**src/rtl/note_sequencer_if.sv**
```systemverilog
// Bus between the note sequencer and whoever drives it: control strobes,
// pattern RAM write port, and the oscillator-facing outputs.
// The master side issues START/STOP/LOOP and writes the pattern RAM;
// the slave side (the sequencer) drives EN/NOTE_SEL/BUSY/DONE/STEP.
interface note_sequencer_if #(
  parameter int STEPS = 8,
  parameter int DUR_W = 4
);
  localparam int AW = $clog2(STEPS);

  logic             START;
  logic             STOP;
  logic             LOOP;
  logic             WR_EN;
  logic [AW-1:0]    WR_ADDR;
  logic [DUR_W+1:0] WR_DATA;
  logic             EN;
  logic [1:0]       NOTE_SEL;
  logic             BUSY;
  logic             DONE;
  logic [AW-1:0]    STEP;

  modport master (
    output START, STOP, LOOP, WR_EN, WR_ADDR, WR_DATA,
    input  EN, NOTE_SEL, BUSY, DONE, STEP
  );

  modport slave (
    input  START, STOP, LOOP, WR_EN, WR_ADDR, WR_DATA,
    output EN, NOTE_SEL, BUSY, DONE, STEP
  );
endinterface

```
**src/rtl/note_sequencer.sv**
```systemverilog
// Pattern sequencer for the oscillator stage.
// Walks a small writable RAM of {note, duration} entries and drives the
// oscillator enable and 2-bit note select, one note per step. Durations are
// counted in ticks of an internal prescaler (TICK_CYC = CLK_HZ / TICK_HZ
// clock cycles per tick). A zero duration marks the end of the pattern.
// Playback is one-shot or looped (LOOP level, looked at only when the end
// of the pattern is reached), with START/STOP control and a DONE pulse.
//
// Optional build macro NOTE_GAP_EN: when defined, every note is followed by
// a silent GAP of one tick (EN low, NOTE_SEL held) before the next note,
// except when playback is about to finish to IDLE. When undefined, notes
// are separated only by the single LOAD cycle with EN held high.
module note_sequencer #(
  parameter int CLK_HZ  = 50_000_000,
  parameter int TICK_HZ = 100,
  parameter int STEPS   = 8,
  parameter int DUR_W   = 4
) (
  input  logic           CLK,
  input  logic           RST,
  note_sequencer_if.slave bus
);

  localparam int TICK_CYC = CLK_HZ / TICK_HZ;
  localparam int AW       = $clog2(STEPS);
  localparam int PW       = (TICK_CYC > 1) ? $clog2(TICK_CYC) : 1;
  localparam int EW       = 2 + DUR_W;

  localparam logic [PW-1:0] PRESC_LAST = PW'(TICK_CYC - 1);
  localparam logic [AW-1:0] LAST_STEP  = AW'(STEPS - 1);

`ifdef NOTE_GAP_EN
  typedef enum logic [1:0] {IDLE, LOAD, PLAY, GAP} state_t;
`else
  typedef enum logic [1:0] {IDLE, LOAD, PLAY} state_t;
`endif

  state_t state_q, state_d;

  logic [EW-1:0]    ram [STEPS];

  logic [AW-1:0]    step_q, step_d;
  logic [DUR_W-1:0] dur_q, dur_d;
  logic [PW-1:0]    presc_q, presc_d;
  logic             en_q, en_d;
  logic [1:0]       note_sel_q, note_sel_d;
  logic             busy_q;
  logic             done_q, done_d;

  logic [EW-1:0]    rd_entry;
  logic [DUR_W-1:0] rd_dur;
  logic [1:0]       rd_note;
  logic             tick;
  logic             end_of_pattern;
  logic             finish_run;

  assign rd_entry = ram[step_q];
  assign rd_dur   = rd_entry[DUR_W-1:0];
  assign rd_note  = rd_entry[EW-1:DUR_W];
  assign tick     = (presc_q == PRESC_LAST);

`ifdef NOTE_GAP_EN
  // Peek at the following entry so the gap can be skipped when the note
  // just finished is the last one of a one-shot run.
  logic [AW-1:0] next_idx;
  logic          next_is_end;

  assign next_idx    = step_q + AW'(1);
  assign next_is_end = (step_q == LAST_STEP) || (ram[next_idx][DUR_W-1:0] == '0);
`endif

  // Pattern RAM: written whenever WR_EN is high, cleared to end markers on reset.
  always_ff @(posedge CLK or posedge RST) begin
    if (RST) begin
      for (int i = 0; i < STEPS; i++) begin
        ram[i] <= '0;
      end
    end else if (bus.WR_EN) begin
      ram[bus.WR_ADDR] <= bus.WR_DATA;
    end
  end

  // Sequencer state and all registered outputs.
  always_ff @(posedge CLK or posedge RST) begin
    if (RST) begin
      state_q    <= IDLE;
      step_q     <= '0;
      dur_q      <= '0;
      presc_q    <= '0;
      en_q       <= 1'b0;
      note_sel_q <= 2'd0;
      busy_q     <= 1'b0;
      done_q     <= 1'b0;
    end else begin
      state_q    <= state_d;
      step_q     <= step_d;
      dur_q      <= dur_d;
      presc_q    <= presc_d;
      en_q       <= en_d;
      note_sel_q <= note_sel_d;
      busy_q     <= (state_d != IDLE);
      done_q     <= done_d;
    end
  end

  // Next-state logic; STOP is applied last so it overrides everything else.
  always_comb begin
    state_d        = state_q;
    step_d         = step_q;
    dur_d          = dur_q;
    presc_d        = presc_q;
    en_d           = en_q;
    note_sel_d     = note_sel_q;
    done_d         = 1'b0;
    end_of_pattern = 1'b0;
    finish_run     = 1'b0;

    case (state_q)
      IDLE: begin
        en_d = 1'b0;
        if (bus.START) begin
          state_d = LOAD;
          step_d  = '0;
        end
      end

      LOAD: begin
        if (rd_dur != '0) begin
          note_sel_d = rd_note;
          dur_d      = rd_dur;
          presc_d    = '0;
          en_d       = 1'b1;
          state_d    = PLAY;
        end else if (step_q == '0) begin
          finish_run = 1'b1;
        end else begin
          end_of_pattern = 1'b1;
        end
      end

      PLAY: begin
        en_d    = 1'b1;
        presc_d = tick ? '0 : presc_q + PW'(1);
        if (tick) begin
          dur_d = dur_q - DUR_W'(1);
          if (dur_q == DUR_W'(1)) begin
`ifdef NOTE_GAP_EN
            if ((step_q == LAST_STEP) && !bus.LOOP) begin
              finish_run = 1'b1;
            end else if (next_is_end && !bus.LOOP) begin
              step_d  = step_q + AW'(1);
              state_d = LOAD;
            end else begin
              presc_d = '0;
              en_d    = 1'b0;
              state_d = GAP;
            end
`else
            if (step_q == LAST_STEP) begin
              end_of_pattern = 1'b1;
            end else begin
              step_d  = step_q + AW'(1);
              state_d = LOAD;
            end
`endif
          end
        end
      end

`ifdef NOTE_GAP_EN
      GAP: begin
        en_d    = 1'b0;
        presc_d = tick ? '0 : presc_q + PW'(1);
        if (tick) begin
          step_d  = step_q + AW'(1);
          state_d = LOAD;
        end
      end
`endif

      default: begin
        en_d    = 1'b0;
        state_d = IDLE;
      end
    endcase

    if (end_of_pattern) begin
      if (bus.LOOP) begin
        step_d  = '0;
        state_d = LOAD;
      end else begin
        finish_run = 1'b1;
      end
    end

    if (finish_run) begin
      state_d = IDLE;
      en_d    = 1'b0;
      done_d  = 1'b1;
    end

    if (bus.STOP) begin
      state_d    = IDLE;
      step_d     = step_q;
      note_sel_d = note_sel_q;
      en_d       = 1'b0;
      done_d     = 1'b0;
    end
  end

  assign bus.EN       = en_q;
  assign bus.NOTE_SEL = note_sel_q;
  assign bus.BUSY     = busy_q;
  assign bus.DONE     = done_q;
  assign bus.STEP     = step_q;

endmodule

```
**src/flat_wrapper.sv**
```systemverilog
// flat-port wrapper written by rule: the top's interface ports become plain ports
module note_sequencer_flat 
#(
  parameter int CLK_HZ  = 50_000_000,
  parameter int TICK_HZ = 100,
  parameter int STEPS   = 8,
  parameter int DUR_W   = 4
)
  (CLK, RST, bus_START, bus_STOP, bus_LOOP, bus_WR_EN, bus_WR_ADDR, bus_WR_DATA, bus_EN, bus_NOTE_SEL, bus_BUSY, bus_DONE, bus_STEP);
  note_sequencer_if #(.STEPS(STEPS), .DUR_W(DUR_W)) bus_i ();
  input  logic CLK;
  input  logic RST;
  input wire logic [$bits(bus_i.START)-1:0] bus_START;
  input wire logic [$bits(bus_i.STOP)-1:0] bus_STOP;
  input wire logic [$bits(bus_i.LOOP)-1:0] bus_LOOP;
  input wire logic [$bits(bus_i.WR_EN)-1:0] bus_WR_EN;
  input wire logic [$bits(bus_i.WR_ADDR)-1:0] bus_WR_ADDR;
  input wire logic [$bits(bus_i.WR_DATA)-1:0] bus_WR_DATA;
  output wire logic [$bits(bus_i.EN)-1:0] bus_EN;
  output wire logic [$bits(bus_i.NOTE_SEL)-1:0] bus_NOTE_SEL;
  output wire logic [$bits(bus_i.BUSY)-1:0] bus_BUSY;
  output wire logic [$bits(bus_i.DONE)-1:0] bus_DONE;
  output wire logic [$bits(bus_i.STEP)-1:0] bus_STEP;
  assign bus_i.START = bus_START;
  assign bus_i.STOP = bus_STOP;
  assign bus_i.LOOP = bus_LOOP;
  assign bus_i.WR_EN = bus_WR_EN;
  assign bus_i.WR_ADDR = bus_WR_ADDR;
  assign bus_i.WR_DATA = bus_WR_DATA;
  assign bus_EN = bus_i.EN;
  assign bus_NOTE_SEL = bus_i.NOTE_SEL;
  assign bus_BUSY = bus_i.BUSY;
  assign bus_DONE = bus_i.DONE;
  assign bus_STEP = bus_i.STEP;
  note_sequencer #(.CLK_HZ(CLK_HZ), .TICK_HZ(TICK_HZ), .STEPS(STEPS), .DUR_W(DUR_W)) u_core (.CLK(CLK), .RST(RST), .bus(bus_i));
endmodule
```
**config.mk**
```make
export PLATFORM = sky130hd
export DESIGN_NAME = note_sequencer_flat
export DESIGN_NICKNAME = d
export VERILOG_FILES = /design/src/rtl/note_sequencer_if.sv /design/src/rtl/note_sequencer.sv /design/src/flat_wrapper.sv
export SDC_FILE = /design/constraint.sdc
export NUM_CORES = 1
export LEC_CHECK = 0
export CAP_MARGIN = 20
export CORE_MARGIN = 2
export CORE_UTILIZATION = 57
export CTS_CLUSTER_DIAMETER = 100
export DETAILED_ROUTE_END_ITERATION = 12
export DONT_BUFFER_PORTS = 1
export PLACE_DENSITY_LB_ADDON = 0.12
export SYNTH_ARGS = -nofsm -noshare
export SYNTH_HDL_FRONTEND = slang
export SYNTH_SLANG_ARGS = --single-unit
```
**constraint.sdc**
```tcl
create_clock -name CLK -period 2.65 [get_ports CLK]
set_input_delay 0.53 -clock CLK [delete_from_list [all_inputs] [get_ports CLK]]
set_output_delay 0.53 -clock CLK [all_outputs]
set_load 0.1 [all_outputs]
```
==> results of run 1 <==
[cell usage in the layout, fill, tap and decap left out, types with 8 or more instances in the layout]
master    count
o21ai_1      21
mux2_2       51
clkbuf_8      9
buf_4        14
and2_1        8
nor2_1       14
ha_1          9
nand3_1      13
nand2_1      20
dfrtp_1      79
inv_1        10
nand2b_1     11
o21ai_0       9
[what timing repair did]
action / in CTS / in global routing
setup buffers: 0 / 1
gates resized for setup: 0 / 1
endpoints found under the setup margin: 0 / 21
[layout make-up]
| cell class | instances | area share, % |
|---|---|---|
| clock inverters | 7 | 1.502 |
| well taps | 99 | 2.655 |
| inverters | 11 | 0.9654 |
| multi-input cells | 251 | 45.99 |
| clock buffers | 9 | 2.655 |
| flip-flops and latches | 81 | 43.55 |
| repair buffers | 15 | 2.682 |
[power by group]
group / leakage (nW) / internal, mW / total (mW) / switching [mW]
registers: 1.02 / 1.46 / 1.76 / 0.305
clock network: 0.0959 / 0.368 / 0.879 / 0.511
logic: 0.810 / 0.360 / 0.704 / 0.343
[flip-flops by register name, indices dropped and copies added (netlist names)]
register	cells
u_core.ram	48
u_core.presc_q	19
u_core.dur_q	4
u_core.bus.STEP	3
u_core.bus.NOTE_SEL	2
u_core.state_q	2
u_core.bus.BUSY	1
u_core.bus.DONE	1
u_core.bus.EN	1
[path summary, 6_finish.rpt]
| kind | to | slack, ns |
|---|---|---|
| setup / recovery | u_core.presc_q[13] | 0.17 |
| setup reg to reg | u_core.presc_q[13] | 0.17 |
| hold reg to reg | u_core.ram[0] | 0.50 |
| max in group asynchronous | u_core.bus.STEP[0] | 1.90 |
| hold / removal | u_core.presc_q[7] | 0.08 |
| min in group CLK | u_core.bus.DONE | 0.22 |
[kinds of logic after synthesis]
kind of cell,synth area share (%)
adders and majority gates,2.613
AOI/OAI and AO/OA,11.50
and+or+nand+nor,13.56
DFF,47.04
buffers and inverters,3.165
muxes,22.13
[critical path, delay by kind of cell, from the launching register on]
kind            cells  cell delay, ns
compound gates      2            0.30
buf+inv             1            0.17
flops               1            0.57
mux                 2            0.81
simple gates        2            0.49
[per-layer routing]
metal	up-vias	global-route usage (%)	part of all wire, %
li1	1351	-	-
met1	1436	28.76	45
met2	57	37.35	50
met3	10	4.315	3.6
met4	0	6.944	1.4
met5	-	0	0
==> summary.txt, run 1 <==
Place
  • Area after DPL: 4462 sq um
  • Cells after DPL: 456
  • Port bufs: 0
  • Post-Place Worst Slack: 0.1186 ns
  • Final HPWL DP: 5829 um
  • Routability cong.: 0.8113

Global routing
  • GR Overflow Total: 0
  • Largest net degree at the start of global routing: 60
  • GRT Overall Usage: 22.04%
  • Vias in the first global route: 2,943
  • Initial antenna violation count: 0
  • First-pass GRT wire length: 14,400 um

Timing
  • Final Hold Fails: 0
  • Fin crit period: 2.482 ns
  • Tightest hold margin: 0.07607 ns
  • Max Fclk: 0.4028 GHz
  • Setup_tns: 0 ns
  • Fin crit share: 93.67%
  • Max-slew violation count: 0
  • Worst slew pin tran: 0.9314 ns
  • Clock Skew: 0.01078 ns
  • Slew margin rel.: 37.91%
  • Setup violations, final: 0
  • Final WS setup: 0.1677 ns
  • RSZ-0062 raised after global routing: no

Layout
  • Design area: 4666 sq um
  • Non-Filler Instances: 473
  • Share of cells above drive strength 1: 27.54%
  • Antenna diode count: 0
  • Multi-input gate area: 2146 sq um
  • Storage cell area: 2032 sq um
  • Nets: 393
  • Area growth syn-to-layout: 8.275%
  • # fillers: 614
  • Fin util: 63.98%

Synth
  • Register bit total from synthesis: 81
  • Yosys warning count: 0
  • Synthesized Nets: 384
  • Sequential share of the synthesized area: 47.04%
  • Mapped Cells: 360
  • Cell Area, Synth: 4309 sq um
  • Area leader, netlist: dfrtp_1
  • Largest cells by area after synthesis: dfrtp_1 47%, mux2_2 13%, mux4_1 4.3%, ha_1 2.6%, mux4_2 2.6%
  • Synth cell types: 53
  • Top-count cell post-synth: dfrtp_1
  • Top-area cell type share of the netlist area: 47.04%
  • Synth Flop Type: dfrtp_1
  • Syn Area/Cell: 11.97 sq um
  • Fraction of registers with async set or reset after synthesis: 100.0%
  • Number of synthesized flops with an enable pin: 0
  • Post-synth top cells: 81 x dfrtp_1, 51 x mux2_2, 21 x o21ai_1

Clock network
  • Cts hold-fix bufs: 0
  • CTS tree: yes
  • Clk_lat worst skew: 0.36 ns
  • Clock Path Buffers: 2
  • Clk sinks: 81
  • CTS buffer count: 9
  • H-tree depth: 3
  • CTS Root Cell: clkbuf_8
  • Clock slew at reported path FFs: 0.10 ns

Floorplanning
  • Width of the die: 90.95 um
  • DIE AREA: 8271 sq um
  • Io pins: 23
  • Num rows: 31
  • Die Ht: 90.95 um
  • Initial Utilization: 59.09%
  • Core area: 7292 sq um

Route
  • Final ANT Viol Nets: 0
  • Drt via density: 6.034
  • DR pass1 iterations: 4
  • Initial DRC count: 131
  • Via count: 2,854
  • Total Routed Length: 8382 um
  • # DRC: 0
  • DR WL/cell: 17.72 um

Setup path
  • Peak fanout along the critical path: 14
  • Crit path from: u_core.bus.STEP[0]
  • FF-to-FF path depth: 7
  • Type of destination of the critical path: register
  • CP startpoint kind: register
  • Crit path max-delay cell type: mux4_1
  • Worst reg2reg path startpoint: u_core.bus.STEP[0]
  • Critical Path Max Stage Delay: 0.59 ns
  • CP required: 2.89 ns
  • Cell breakdown of the critical path: mux4_1 > mux2i_1 > and4_1 > buf_4 > a21o_4 > nand2b_4 > o31ai_1
  • Critical path class: reg -> reg
  • Critical Path AT: 2.72 ns

Power and ir drop
  • Tot Pwr: 3.344 mW
  • VDD IR-drop max: 0.0004845 V
  • Leakage dissipation: 1.927 nW
  • Power per cell area: 716.7 nW/um^2

Run
  • MaxCap Viol Count: 0

Outcome
  • Status: completed

Worst hold path
  • Hold crit path type: in -> async
No activity file was read; power rests on OpenSTA's default activity.
==> inputs of run 2 (changes only) <==
Settings changed: CELL_PAD_IN_SITES_DETAIL_PLACEMENT from default to 0, CELL_PAD_IN_SITES_GLOBAL_PLACEMENT from default to 1, CORE_UTILIZATION 57 to 47.
==> run 2 against run 1 <==
Against the previous run:
- final cell count is 3.4% higher
- maximum frequency down 1.6%
- critical path depth is 1 lower
- utilization decreased by 10 points
- via count shrank 0.25%
- first-iteration DRC count rose by 11%
- power up 3.9%
- register-to-register slack worse by 0.04 ns
- non-clock buffer count increased by 7
- clock-buffer cell count is the same
- critical path type unchanged
- largest cell class unchanged
==> summary.txt, run 2 (synthesis gave the netlist of run 1 again) <==
Outcome
  • Status: completed

Timing
  • Slew margin rel.: 39.58%
  • RSZ-0062 raised after global routing: no
  • Worst slew pin tran: 0.9062 ns
  • Fin crit share: 95.18%
  • Max Fclk: 0.3964 GHz
  • Clock Skew: 0.01096 ns
  • Setup_tns: 0 ns
  • Fin crit period: 2.522 ns
  • Final Hold Fails: 0
  • Setup violations, final: 0
  • Max-slew violation count: 0

Global routing
  • First-pass GRT wire length: 15,490 um
  • Largest net degree at the start of global routing: 44
  • Vias in the first global route: 3,028
  • Initial antenna violation count: 0
  • GRT Overall Usage: 20.13%
  • GR Overflow Total: 0

Clock network
  • H-tree depth: 3
  • CTS tree: yes
  • Clock slew at reported path FFs: 0.09 ns
  • Clk_lat worst skew: 0.37 ns
  • CTS Root Cell: clkbuf_8
  • Clk sinks: 81
  • Clock Path Buffers: 2
  • CTS buffer count: 9

Power and ir drop
  • Power per cell area: 732.7 nW/um^2
  • Tot Pwr: 3.472 mW
  • Leakage dissipation: 1.971 nW
  • VDD IR-drop max: 0.0003788 V

Place
  • Port bufs: 0
  • Final HPWL DP: 6341 um
  • Routability cong.: 0.8221

Setup path
  • CP startpoint kind: register
  • CP required: 2.91 ns
  • Type of destination of the critical path: register
  • Crit path from: u_core.presc_q[13]
  • Critical Path AT: 2.78 ns
  • FF-to-FF path depth: 6
  • Worst reg2reg path startpoint: u_core.presc_q[13]
  • Worst R2R End: u_core.dur_q[2]
  • Critical path class: reg -> reg
  • Reg2reg setup slack: 0.13 ns
  • Worst Setup EP: u_core.dur_q[2]
  • Peak fanout along the critical path: 9

Route
  • Via count: 2,847
  • Drt via density: 5.822
  • # DRC: 0
  • Final ANT Viol Nets: 0
  • Total Routed Length: 9073 um
  • DR pass1 iterations: 4
  • DR WL/cell: 18.55 um
  • Initial DRC count: 146

Layout
  • Fin util: 53.82%
  • Largest register FFs: 48
  • Commonest cells after routing, fill and taps aside: 79 x dfrtp_1, 51 x mux2_2, 21 x o21ai_1
  • Nets: 400
  • Largest Register: u_core.ram
  • Share of cells above drive strength 1: 28.61%
  • Antenna diode count: 0
  • Commonest non-fill, non-tap cell in the layout: dfrtp_1
  • Area growth syn-to-layout: 9.988%
  • Largest regs: u_core.ram (48), u_core.presc_q (19), u_core.dur_q (4)

Floorplanning
  • DIE AREA: 9950 sq um
  • Die Ht: 99.75 um
  • Width of the die: 99.75 um
  • Initial Utilization: 48.93%
  • Io pins: 23
  • Core area: 8806 sq um
  • Num rows: 34

Run
  • MaxCap Viol Count: 0

Worst hold path
  • Hold crit path type: in -> reg
## run 2: metrics by stage
stage / setup slack [ns] / instances / area (sq um) / hold WS (ns)
after floorplan: 0.05548 / 360 / 4315 / 0.4542
after global placement: 0.2379 / 469 / 4491 / 0.2972
after detailed placement: 0.2120 / 469 / 4491 / 0.2999
after CTS: 0.1929 / 486 / 4717 / 0.2031
after global routing: 0.05988 / 489 / 4740 / 0.2083
final: 0.1276 / 489 / 4740 / 0.2179
## run 2: metal layers
metal,share of wire [%],track usage (%),vias to the layer above
li1,-,-,1372
met1,45,25.75,1422
met2,50,33.84,38
met3,2.6,4.076,15
met4,1.9,7.692,0
met5,0,0,-
## run 2: area by class of cell
cell class,instances,area (sq um)
fill,799,4066
clock buffer,9,123.9
sequential,81,2029
tap,108,135.1
timing repair buffer,22,167.7
multi-input combinational,251,2146
inverter,11,45.04
clock inverter,7,92.59
## run 2: worst min path at each step
| stage | startpoint | end | slack [ns] | cells past startpoint |
|---|---|---|---|---|
| 3_3_place_gp | RST | u_core.ram[25] | 0.30 | 1 |
| 4_1_cts | bus_STOP | u_core.bus.EN | 0.20 | 1 |
| 6_report | bus_STOP | u_core.bus.EN | 0.22 | 1 |
| 5_1_grt | bus_STOP | u_core.bus.EN | 0.21 | 1 |
| 3_5_place_dp | RST | u_core.ram[25] | 0.30 | 1 |
| 2_1_floorplan | u_core.presc_q[18] | u_core.presc_q[18] | 0.45 | 1 |
## run 2: timing repair
| item | CTS | global route |
|---|---|---|
| endpoints found under the hold margin | 3 | 0 |
| resized for setup | 0 | 0 |
| endpoints found under the setup margin | 0 | 2 |
| buffers inserted | 0 | 3 |
| hold buffers | 1 | 0 |
## run 2: worst max-delay path: stages (launching register included)
cell and delay [ns]:
dfrtp_1 0.47, nor4bb_1 0.52, nand3b_1 0.28, o21a_2 0.36, a211oi_4 0.42, o21ai_1 0.13, a22o_1 0.24
## run 2: power by group
group          switching (mW)  internal [mW]  leakage (nW)  total [mW]
Sequential              0.309           1.46          1.02        1.76
Clock                   0.529          0.463         0.110       0.992
Combinational           0.352          0.363         0.839       0.716
